### src/rtl/mem_store_buffer.sv
// In-order store buffer between the MEM stage and the data memory.
// It drains one store per cycle when no load needs the port, and it stalls loads that hit a buffered word.
module mem_store_buffer #(
    parameter int unsigned DEPTH = 4,
    parameter int unsigned PTR_W = 2
) (
    input  logic        clk,
    input  logic        reset,
    input  logic        st_valid,
    input  logic [3:0]  st_op,
    input  logic [31:0] st_addr,
    input  logic [31:0] st_data,
    input  logic [31:0] st_pc,
    output logic        st_ready,
    input  logic        ld_valid,
    input  logic [31:0] ld_addr,
    output logic        ld_conflict,
    output logic        dm_en,
    output logic [3:0]  dm_op,
    output logic [31:0] dm_add,
    output logic [31:0] dm_in,
    output logic [31:0] dm_pc,
    output logic        empty
);

    typedef logic [PTR_W-1:0] ptr_t;
    typedef logic [PTR_W:0]   cnt_t;

    localparam cnt_t CountFull = cnt_t'(DEPTH);

    logic [3:0]  op_q   [DEPTH];
    logic [31:0] addr_q [DEPTH];
    logic [31:0] data_q [DEPTH];
    logic [31:0] pc_q   [DEPTH];

    ptr_t head_q, head_d;
    ptr_t tail_q, tail_d;
    cnt_t count_q, count_d;

    logic       push;
    logic       pop;
    logic       ld_hit;
    logic       load_owns;
    logic [3:0] st_op_norm;

    // Unknown width codes are stored as a word write.
    always_comb begin
        st_op_norm = 4'd0;
        if (st_op == 4'd1 || st_op == 4'd2) begin
            st_op_norm = st_op;
        end
    end

    assign empty    = (count_q == '0);
    assign st_ready = (count_q != CountFull);
    assign push     = st_valid && st_ready;

    // An entry is live when its distance from head is below count.
    always_comb begin
        ld_hit = 1'b0;
        for (int unsigned i = 0; i < DEPTH; i++) begin
            if ({1'b0, ptr_t'(ptr_t'(i) - head_q)} < count_q &&
                addr_q[i][31:2] == ld_addr[31:2]) begin
                ld_hit = 1'b1;
            end
        end
    end

    assign ld_conflict = ld_valid && ld_hit;
    assign load_owns   = ld_valid && !ld_conflict;
    assign pop         = dm_en;

    always_comb begin
        dm_en  = !reset && !empty && !load_owns;
        dm_op  = 4'd0;
        dm_add = ld_addr;
        dm_in  = 32'd0;
        dm_pc  = 32'd0;
        if (dm_en) begin
            dm_op  = op_q[head_q];
            dm_add = addr_q[head_q];
            dm_in  = data_q[head_q];
            dm_pc  = pc_q[head_q];
        end
    end

    always_comb begin
        head_d  = head_q;
        tail_d  = tail_q;
        count_d = count_q;
        if (pop) begin
            head_d = head_q + ptr_t'(1);
        end
        if (push) begin
            tail_d = tail_q + ptr_t'(1);
        end
        unique case ({push, pop})
            2'b10:   count_d = count_q + cnt_t'(1);
            2'b01:   count_d = count_q - cnt_t'(1);
            default: count_d = count_q;
        endcase
    end

    always_ff @(posedge clk) begin
        if (reset) begin
            head_q  <= '0;
            tail_q  <= '0;
            count_q <= '0;
            for (int unsigned i = 0; i < DEPTH; i++) begin
                op_q[i]   <= '0;
                addr_q[i] <= '0;
                data_q[i] <= '0;
                pc_q[i]   <= '0;
            end
        end else begin
            head_q  <= head_d;
            tail_q  <= tail_d;
            count_q <= count_d;
            if (push) begin
                op_q[tail_q]   <= st_op_norm;
                addr_q[tail_q] <= st_addr;
                data_q[tail_q] <= st_data;
                pc_q[tail_q]   <= st_pc;
            end
        end
    end

endmodule
### config.mk
export PLATFORM = sky130hd
export DESIGN_NAME = mem_store_buffer
export DESIGN_NICKNAME = d
export VERILOG_FILES = /design/src/rtl/mem_store_buffer.sv
export SDC_FILE = /design/constraint.sdc
export NUM_CORES = 1
export LEC_CHECK = 0
export CORE_MARGIN = 5
export CORE_UTILIZATION = 40
export DETAILED_ROUTE_END_ITERATION = 12
export SETUP_SLACK_MARGIN = 0.1
export SKIP_CTS_REPAIR_TIMING = 1
export SLEW_MARGIN = 20
export SYNTH_ARGS = -nofsm -noshare
export SYNTH_HDL_FRONTEND = slang
export SYNTH_SLANG_ARGS = --single-unit
### constraint.sdc
create_clock -name clk -period 11.6 [get_ports clk]
set_input_delay 1.16 -clock clk [delete_from_list [all_inputs] [get_ports clk]]
set_output_delay 1.16 -clock clk [all_outputs]
set_load 0.02 [all_outputs]
==> summary by stage, run 1 <==
Run status
The flow ran to the end, and the final reports show no timing, DRC or antenna violations.

Min path
The worst min-delay path class is flop to flop. Along the worst hold path, the cell count comes to 2.

Setup path
The count of buffer and inverter cells on the critical path is 3. Along the worst path, the maximum fanout reaches 78. The largest stage delay on the critical path is 0.70 ns. The number of cells on the worst reg-to-reg path is 15. Traced cell by cell, the critical path runs through clkdlybuf4s50_1 -> xnor2_1 -> nand4_1 -> nor4_1 -> nand3_1 -> and4_4 -> a211oi_4 -> buf_4 -> and2_1 -> clkdlybuf4s50_1. The endpoint required time on the critical path is 10.44 ns. In this run the number of cells on the critical path is 10. At the worst endpoint, the arrival time is 5.08 ns. The slowest stage of the critical path belongs to the cell sky130_fd_sc_hd__buf_4. The largest delay contributor family on the critical path is buffers and inverters. The startpoint class of the critical path is a primary input. The worst setup path is of the primary input to output pin kind. The most frequent cell on the critical path is sky130_fd_sc_hd__clkdlybuf4s50_1.

STA classifies the critical path endpoint as an output pin.

Pwr
The clock group share of total power is 0.316. The leakage power of the design is 0.008840 uW. The worst vdd rail ir drop is 0.0001155 V. The net switching power figure is 1184 uW. The share of total power dissipated in sequential elements is 0.451. Of the total power, combinational logic draws 0.233.

The proportion of total power due to net switching is 0.2842. Dividing total power by cell area gives a power density of 173.8 nW/um^2. The internal power contribution is 2983 uW.

CTS
TritonCTS built the clock tree. The later pin in the worst-skew pair is clocked with a latency of 0.57 ns. The post-CTS clock slew at the launch and capture registers of the worst setup and hold paths is 0.06 ns. The CTS sink count is 409.

The number of buffers inserted during clock tree synthesis is 45. The number of H-tree levels is 2. The longest clock path from root to sink contains 3 buffers. The CTS root buffer is sky130_fd_sc_hd__clkbuf_16.

Drt
The iteration-0 DRC count of the detailed router is 910. After detailed routing, the total wire length is 51970 um. The number of vias per cell is 5.065. The overall via count from detail_route is 11833.

In the routed design, unresolved DRC markers number 0. In this run the remaining antenna-violating nets after routing total 0. In the final routed layout, each cell accounts on average for 22.25 um.

The first-pass iteration count of the detailed router is 5.

Logic synthesis
The biggest area consumer among synthesized cells is sky130_fd_sc_hd__edfxtp_1. Yosys instantiated no cell more often than sky130_fd_sc_hd__edfxtp_1. The synthesized design contains 400 enable-type register cells. During synthesis, Yosys emitted a total of 0 warnings. The part of the Yosys area used for sequential elements is 0.6196. The top flip-flop cell by instance count after synthesis is sky130_fd_sc_hd__edfxtp_1.

Of the post-synthesis cell area, the dominant cell type holds 0.6105. The synthesized area is 19680 um^2. Averaged over all synthesized cells, the footprint is 13.70 um^2. Counting every instance in the synthesized netlist gives 1436. In this run, synthesis produced a sequential element count of 409. Yosys mapped the design onto 41 distinct sky130hd cell types.

In the post-synthesis netlist, the biggest area contributors are sky130_fd_sc_hd__edfxtp_1, sky130_fd_sc_hd__mux4_2, sky130_fd_sc_hd__and2_1. Ranked by instance count, the synthesized netlist is headed by sky130_fd_sc_hd__edfxtp_1, sky130_fd_sc_hd__nor2_1, sky130_fd_sc_hd__and2_1. The share of synthesized flip-flops with an asynchronous set or reset is 0.

STA
The time the final worst path needs with I/O delays and setup is 6.236 ns. Static timing analysis puts the maximum clock frequency at 160.4 MHz. The final worst clock skew is 0.01185 ns. The number of hold violations in the final report is 0. In the final timing run, aggregate negative setup slack is 0 ns.

Setup violations remaining at the end of the flow were counted as 0. The max-slew headroom at the worst pin is 0.3036. The portion of the clock cycle consumed by the worst path in the final layout is 0.5376. At the pin with the least slew margin, the transition time is 1.045 ns.

The worst hold margin is 0.5284 ns. The total count of max-transition violations in the final report is 0. Setup repair after global routing left no endpoint under its margin.

Final layout
In the final layout, flip-flops and latches occupy 12200 um^2. The layout has 4401 filler cells. The number of nets in the final layout is 1781.

The fraction of layout instances using a drive strength above 1 is 0.1299. The multi-input gate area in the final layout is 6713 um^2. The final non-filler cell total is 2336. The final design instance area without fill is 23980 um^2.

The area growth from synthesis to layout is 21.88%.

Global route
For this run, the total global-route usage over all layers was measured as 0.1899. The leftover overflow at the end of global routing is 0. The via count of the first global-routing pass came to 12427.

The initial antenna violation count is 10. The pin count of the biggest net entering global routing is 100. The global-route wire length before repair is 76930 um.

Floorplanning
The floorplan step set the die height to 231.8 um. For this configuration, the core starts out at a cell density of 0.4028. The floorplan step defined a die boundary enclosing 53730 um^2. The core area is 48850 um^2. Measured along the x axis, the die boundary spans 231.8 um.

The count of pins on the block boundary is 240. The standard-cell row count is 81.

Place
The number of port buffers is 239. Routability-driven placement finished with a final weighted congestion of 0.8822. The placed instance area is 22670 um^2.

Once placement completed, the tool counted placed cells totaling 2256. After legalization and detailed placement, the total HPWL measured 31990 um.

Flow run
The number of maximum-capacitance constraint violations is 0.
## cells by family (layout without fill, tap and decap cells)
group,count (synthesis),in the layout,synth area share
AOI/OAI and AO/OA,21,21,0.007822
xor gates and xnor gates,125,125,0.05564
adders and majority gates,6,6,0.004197
buffers and inverters,215,443,0.04483
DFF,409,409,0.6196
muxes,132,132,0.1385
other,1,9,0.0001906
and+or+nand+nor,527,527,0.1292
## area by class of cell
type                       count  area share
clock inverter                14    0.004174
inverter                     108     0.01690
multi-input combinational    819      0.2799
timing repair buffer         256      0.1051
sequential                   409      0.5087
tap                          664     0.03464
clock buffer                  65     0.05050
antenna                        1   0.0001043
## final timing paths
check                   from  slack (ns)         end
setup / recovery  ld_addr[4]        5.36    dm_in[5]
hold / removal    count_q[1]        0.53  count_q[1]
setup reg to reg   head_q[0]        7.34  count_q[2]
hold reg to reg   count_q[1]        0.53  count_q[1]
## worst min-delay path: stages (launching register included)
cell and delay (ns):
sky130_fd_sc_hd__dfxtp_1 0.35, sky130_fd_sc_hd__a21oi_1 0.07, sky130_fd_sc_hd__nor2_1 0.07
## power groups by stage
| stage | Combinational [uW] | Clock (uW) | Sequential, uW |
|---|---|---|---|
| floorplan | 692 | 0 | 1840 |
| global placement | 995 | 0 | 1910 |
| detailed placement | 989 | 0 | 1920 |
| CTS | 995 | 1350 | 1890 |
| global route | 1040 | 1400 | 1900 |
| finish | 972 | 1320 | 1880 |
## state kept, by name, indices dropped and copies added, names as in the netlist, named ones only
| signal | cells |
|---|---|
| op_q | 16 |
| count_q | 3 |
| addr_q | 128 |
| data_q | 128 |
| pc_q | 128 |
| tail_q | 2 |
| head_q | 2 |
## stage by stage
| step | worst slack, ns | total power, uW | util |
|---|---|---|---|
| detailed placement | 5.335 | 2905 | 0.4640 |
| floorplan | 2.566 | 2533 | - |
| CTS | 5.329 | 4227 | 0.4909 |
| finish | 5.364 | 4168 | 0.4909 |
| global placement | 5.385 | 2906 | 0.4640 |
| global route | 5.174 | 4338 | 0.4909 |
## metal layers
layer | up-vias | global-route usage | part of all wire
met2 | 388 | 0.3168 | 0.49
li1 | 5448 | - | -
met5 | - | 0 | 0.0017
met4 | 14 | 0.05022 | 0.021
met3 | 78 | 0.04940 | 0.074
met1 | 5905 | 0.2490 | 0.42
## cells in the final DEF, fill, tap and decap left out, types with 6 or more instances in the layout
cell type and n:
sky130_fd_sc_hd__and2_1 164, sky130_fd_sc_hd__buf_4 17, sky130_fd_sc_hd__clkbuf_1 19, sky130_fd_sc_hd__clkbuf_16 45
sky130_fd_sc_hd__clkdlybuf4s50_1 239, sky130_fd_sc_hd__clkinv_2 6, sky130_fd_sc_hd__conb_1 8, sky130_fd_sc_hd__dfxtp_1 7
sky130_fd_sc_hd__edfxtp_1 400, sky130_fd_sc_hd__inv_1 108, sky130_fd_sc_hd__mux2_4 30, sky130_fd_sc_hd__mux4_2 100
sky130_fd_sc_hd__nand2_1 100, sky130_fd_sc_hd__nand3_1 7, sky130_fd_sc_hd__nand4_1 27, sky130_fd_sc_hd__nor2_1 204
sky130_fd_sc_hd__nor4_1 7, sky130_fd_sc_hd__xnor2_1 107, sky130_fd_sc_hd__xor2_1 18
(Power assumes the default switching activity.)
==> inputs of run 2 (changes only) <==
Clock period 11.6 ns to 5.4 ns, I/O delays scaled along.
==> summary by stage, run 2 (synthesis gave the netlist of run 1 again) <==
Global route
The leftover overflow at the end of global routing is 0 (unchanged). The via count of the first global-routing pass was 12500 (+0.59%). The initial antenna violation count was 9 (-1).

The pin count of the biggest net entering global routing is 77 (-23%). The global router's overall resource usage is 0.1951 (+0.005186). The global-route wire length before repair is 78800 um (+2.4%).

Setup path
The count of buffer and inverter cells on the critical path is 3 (unchanged). The worst-path cell with the longest stage delay is sky130_fd_sc_hd__clkdlybuf4s50_1. The number of cells on the worst reg-to-reg path came to 15 (unchanged). The number of logic stages on the critical path including buffering came to 10 (unchanged). The worst setup path is launched from a primary input. Among cell families on the critical path, the largest total delay comes from buffers and inverters.

The worst endpoint data arrival time is 4.16 ns (-0.92 ns). Walking the worst path, the cells encountered are clkdlybuf4s50_1 -> xnor2_1 -> nand4_1 -> nor4_1 -> nand4_1 -> and4_4 -> a211oi_4 -> buf_12 -> mux2_2 -> clkdlybuf4s50_1. The category of the critical setup timing path is primary input to output pin. The largest stage delay on the critical path is 0.54 ns (-0.16 ns). The endpoint required time on the critical path was 4.86 ns (-5.58 ns). The worst setup path is captured at an output pin. The highest net fanout along the worst path is 43 (-45%).

Final layout
The fraction of layout instances using a drive strength above 1 came to 0.1324 (+0.002517). The final cell utilization of the core is 0.4964 (+0.005456). Leaving out fill and tap cells, the most frequent cells in the layout are sky130_fd_sc_hd__edfxtp_1, sky130_fd_sc_hd__clkdlybuf4s50_1, sky130_fd_sc_hd__nor2_1.

The number of nets in the final layout is 1782 (+0.056%). The final non-filler cell total is 2343 (+0.30%). The final design instance area without fill is 24250 um^2 (+1.1%). The commonest non-fill, non-tap cell in the layout is sky130_fd_sc_hd__edfxtp_1. The synthesis-to-finish area growth is 23.24%. The number of filler cells placed in the layout is 4342 (-1.3%). The largest registers in the layout are addr_q x128, data_q x128, pc_q x128.

STA
The worst hold margin came to 0.5315 ns (+0.003100 ns). The maximum operating frequency is 212.8 MHz. The count of endpoints failing setup in the final report is 0 (unchanged). The actual transition at the worst max-transition pin is 1.081 ns (+0.03635 ns).

Setup repair after global routing left no endpoint under its margin. The max-slew headroom at the worst pin is 0.2767 (-0.02696). The total count of max-transition violations in the final report is 0 (unchanged). Counting I/O delays and the setup requirement, the final critical path takes 4.700 ns. The final worst clock skew is 0.01784 ns (+0.005991 ns). The portion of the clock cycle consumed by the worst path in the final layout is 0.8703. The number of hold violations in the final report is 0 (unchanged).

Drt
The number of vias per cell is 5.088 (+0.45%). The remaining antenna violation count is 0 (unchanged). The mean routed wirelength per cell is 22.58 um (+1.5%). The first-pass iteration count of the detailed router came to 5 (unchanged). The iteration-0 DRC count of the detailed router came to 858 (-5.7%). The total DRC errors in the routed layout was 0 (unchanged).

The detailed-route wire length was 52900 um (+1.8%). The overall via count from detail_route is 11922 (+0.75%).

Place
The global placement routability congestion is 0.8868 (+0.52%). The number of port buffers is 239 (unchanged). The placed instance area is 22780 um^2 (+0.51%). The HPWL after detailed placement is 32680 um (+2.2%). The placed cell count was 2256 (unchanged).

Pwr
The part of the total power dissipated in sequential elements is 0.439 (-0.012). The worst vdd rail ir drop is 0.0002472 V (+110%). The total power divided by cell area is 378.7 nW/um^2 (+120%). The clock group share of total power is 0.329 (+0.013). The part of the total power dissipated in combinational logic is 0.232 (about the same). The proportion of total power due to net switching is 0.2804 (-0.003815). The net switching power figure came to 2574 uW (+120%). The internal power contribution came to 6608 uW (+120%). The leakage power of the design is 0.008944 uW (+1.2%).

The total power is 9182 uW (+120%).

Min path
The cell depth of the worst hold path is 2 (unchanged). The worst hold path belongs to the class flop to flop.

CTS
The number of H-tree levels was 2 (unchanged). The number of buffers inserted during clock tree synthesis is 46 (+2.2%). The TritonCTS clock tree is built. The number of buffers between clock root and the deepest sink came to 3 (unchanged). The CTS sink count is 409 (unchanged). The CTS root buffer is sky130_fd_sc_hd__clkbuf_16. The insertion delay to the later sink of the worst-skew pair came to 0.58 ns (about the same). The post-CTS clock slew at the launch and capture registers of the worst setup and hold paths came to 0.05 ns (about the same).

Floorplanning
The standard-cell row count is 81 (unchanged). The core area came to 48850 um^2 (unchanged). The die span in y came to 231.8 um (unchanged). The starting utilization of the core area came to 0.4028 (unchanged). The die width is 231.8 um (unchanged). The count of pins on the block boundary is 240 (unchanged). The floorplan die area is 53730 um^2 (unchanged).

Flow run
The number of maximum-capacitance constraint violations is 0 (unchanged).

Run status
The flow ran to the end, and the final reports show no timing, DRC or antenna violations.
run 2: cell count changes in the layout (fill, tap and decap cells not counted), moves of 2 or more:
cell / previous run / this run
sky130_fd_sc_hd__buf_12: 0 / 10
sky130_fd_sc_hd__buf_4: 17 / 7
sky130_fd_sc_hd__clkbuf_16: 45 / 47
sky130_fd_sc_hd__clkbuf_8: 1 / 5
sky130_fd_sc_hd__clkinv_2: 6 / 3
sky130_fd_sc_hd__clkinv_8: 0 / 2
sky130_fd_sc_hd__inv_6: 2 / 0
run 2: per-layer routing:
layer / vias to the layer above / wire length (um) / GRT usage
met1: 5978 / 22150 / 0.2638
met5: - / 76 / 0
li1: 5456 / - / -
met2: 402 / 26110 / 0.3227
met4: 12 / 1012 / 0.05170
met3: 74 / 3550 / 0.04243
run 2: worst paths after layout:
check                   start          to  slack [ns]
hold / removal     count_q[1]  count_q[1]        0.53
setup reg to reg    head_q[0]  count_q[2]        1.49
hold reg to reg    count_q[1]  count_q[1]        0.53
setup / recovery  ld_addr[25]  dm_add[30]        0.70
run 2: power by group through the flow:
stage | sequential (uW) | clock [uW] | combinational, uW
finish | 4030 | 3020 | 2130
floorplan | 3930 | 0 | 1490
CTS | 4040 | 3090 | 2180
global route | 4070 | 3230 | 2270
global placement | 4090 | 0 | 2170
detailed placement | 4100 | 0 | 2170
run 2: tightest hold or removal path: stages, from the launching register on:
cell	delay, ns
sky130_fd_sc_hd__dfxtp_1	0.35
sky130_fd_sc_hd__a21oi_1	0.08
sky130_fd_sc_hd__nor2_1	0.07
run 2: per-stage QoR:
stage	setup slack, ns	setup TNS (ns)
finish	0.7002	0
global route	0.6116	0
CTS	0.7625	0
detailed placement	0.7659	0
global placement	0.8176	0
floorplan	-0.5570	-111.41
run 2: final cells by class:
type                       count  area, um^2  share of cell area
timing repair buffer         256        2645              0.1091
sequential                   409       12200              0.5031
inverter                     108       405.4             0.01672
multi-input combinational    819        6704              0.2765
clock inverter                14       142.6            0.005882
clock buffer                  71        1316             0.05428
antenna                        2       5.005           0.0002064
tap                          664       830.8             0.03426
==> inputs of run 3 (changes only) <==
Settings changed: DONT_BUFFER_PORTS from default to 1.
==> summary by stage, run 3 (synthesis gave the netlist of run 1 again) <==
Run status
The run finished with clean final reports.

STA
The maximum operating frequency is 227.8 MHz (+7.0%). Setup repair after global routing left no endpoint under its margin. The max-slew headroom at the worst pin is 0.2607 (-0.01598). The portion of the clock cycle consumed by the worst path in the final layout is 0.8131 (-0.05724). The time the final worst path needs with I/O delays and setup is 4.391 ns (-0.3091 ns).

The count of endpoints failing setup in the final report is 0 (unchanged). The worst hold margin is 0.04594 ns (-0.4856 ns). The actual transition at the worst max-transition pin is 1.109 ns (+0.02807 ns). The total count of max-transition violations in the final report is 0 (unchanged). The number of hold violations in the final report is 0 (unchanged). The final worst clock skew was 0.01557 ns (-0.002273 ns).

Setup path
The worst-path cell with the longest stage delay is sky130_fd_sc_hd__buf_4. The endpoint identified for the worst register-to-register timing path is count_q[2]. The count of buffer and inverter cells on the critical path is 2 (-1). The critical path launch point is head_q[0]. The startpoint class of the critical path is a flop. The largest stage delay on the critical path is 0.61 ns (+0.07 ns). The number of logic stages on the critical path including buffering is 10 (unchanged). The number of cells on the worst reg-to-reg path is 14 (-1). The worst register-to-register path begins at head_q[0]. The setup slack of the worst register-to-register path is 1.93 ns (+0.44 ns). STA classifies the critical path endpoint as an output pin. The critical path ends at dm_add[30]. The worst endpoint data arrival time was 3.85 ns (-0.31 ns).

By startpoint and endpoint, the worst setup path is classified as flop to output pin. The critical path goes through xnor2_1 -> inv_1 -> ha_1 -> a2111o_1 -> a21oi_1 -> nand3_1 -> and4_4 -> a211oi_4 -> buf_4 -> mux2_2. Broken down by cell family, the worst path's largest delay share belongs to compound AO/OA/AOI/OAI gates. The highest net fanout along the worst path is 39 (-9.3%). The endpoint required time on the critical path is 4.86 ns (about the same).

CTS
The post-CTS clock slew at the launch and capture registers of the worst setup and hold paths came to 0.06 ns (about the same). The TritonCTS clock tree is built. The CTS root buffer is sky130_fd_sc_hd__clkbuf_16.

The number of buffers inserted during clock tree synthesis is 45 (-2.2%). The insertion delay to the later sink of the worst-skew pair is 0.58 ns (about the same). The number of H-tree levels was 2 (unchanged). The number of buffers between clock root and the deepest sink came to 3 (unchanged). The CTS sink count is 409 (unchanged).

Floorplanning
The core area came to 48850 um^2 (unchanged). The die span in y is 231.8 um (unchanged). The floorplan die area is 53730 um^2 (unchanged).

The count of pins on the block boundary is 240 (unchanged). The standard-cell row count is 81 (unchanged). The die width was 231.8 um (unchanged).

The starting utilization of the core area was 0.4028 (unchanged).

Final layout
The fraction of layout instances using a drive strength above 1 is 0.1573 (+0.02489). The area growth from synthesis to layout is 11.17%. In the final layout, the registers with the most flip-flops are addr_q x128, data_q x128, pc_q x128. The final design instance area without fill is 21870 um^2 (-9.8%). The final non-filler cell total is 2102 (-10%). The number of nets in the final layout was 1549 (-13%). The final cell utilization of the core is 0.4478 (-0.04862).

The commonest non-fill, non-tap cell in the layout is sky130_fd_sc_hd__edfxtp_1. In the layout the commonest cells are sky130_fd_sc_hd__edfxtp_1, sky130_fd_sc_hd__nor2_1, sky130_fd_sc_hd__and2_1.

Drt
The detailed-route wire length was 50990 um (-3.6%). The overall via count from detail_route is 10966 (-8.0%). The first-pass iteration count of the detailed router is 4 (-1).

The mean routed wirelength per cell was 24.26 um (+7.4%). The remaining antenna violation count was 0 (unchanged). The iteration-0 DRC count of the detailed router was 841 (-2.0%). The number of vias per cell is 5.217 (+2.5%). The total DRC errors in the routed layout came to 0 (unchanged).

Min path
The worst min-delay path startpoint is reset. The tightest min-delay check is of the primary input to flop type.

Place
The placed instance area is 20380 um^2 (-11%). The placed cell count came to 2023 (-10%). The HPWL after detailed placement is 32190 um (-1.5%).

The number of port buffers was 0 (-100%). The global placement routability congestion is 0.9157 (+3.3%).

Global route
The via count of the first global-routing pass is 11391 (-8.9%). The initial antenna violation count is 1 (-8). The global router's overall resource usage came to 0.1878 (-0.007319). The global-route wire length before repair is 74890 um (-5.0%).

The pin count of the biggest net entering global routing is 83 (+7.8%). The leftover overflow at the end of global routing was 0 (unchanged).

Pwr
The total power is 8979 uW (-2.2%). The worst vdd rail ir drop is 0.0002442 V (-1.2%). The leakage power of the design is 0.008069 uW (-9.8%).

The total power divided by cell area is 410.5 nW/um^2 (+8.4%).

Flow run
The number of maximum-capacitance constraint violations is 0 (unchanged).
## run 3: through the flow
step	setup WS [ns]	TNS [ns]
6_report	1.009	0
3_5_place_dp	1.650	0
4_1_cts	1.016	0
2_1_floorplan	-0.5570	-111.41
3_3_place_gp	1.660	0
5_1_grt	0.7686	0
## run 3: worst min-delay path by stage
stage                       to  slack, ns  depth (start not counted)
floorplan           count_q[1]       0.48                          2
global placement    count_q[1]       0.50                          2
detailed placement  count_q[1]       0.51                          2
CTS                 count_q[0]      0.007                          1
global route         tail_q[0]       0.02                          1
finish              count_q[1]       0.05                          1
## run 3: metal layers
metal  up-vias  global-route usage  part of all wire
li1       4975                   -                 -
met1      5528              0.2473              0.41
met2       383              0.3068              0.48
met3        78             0.05124             0.079
met4         2             0.05650             0.027
met5         -                   0           0.00025
## run 3: report_power, final
part | total (uW) | switching (uW) | internal, uW
registers | 4000 | 218 | 3780
clock network | 3090 | 1240 | 1850
logic | 1890 | 1050 | 835
## run 3: final cells by class
class | count | area [um^2]
Multi-Input combinational cell | 819 | 6704
Antenna cell | 1 | 2.502
Clock inverter | 18 | 261.5
Tap cell | 664 | 830.8
Sequential cell | 409 | 12200
Clock buffer | 59 | 1200
Fill cell | 4439 | 26980
Timing Repair Buffer | 24 | 270.3
Inverter | 108 | 405.4
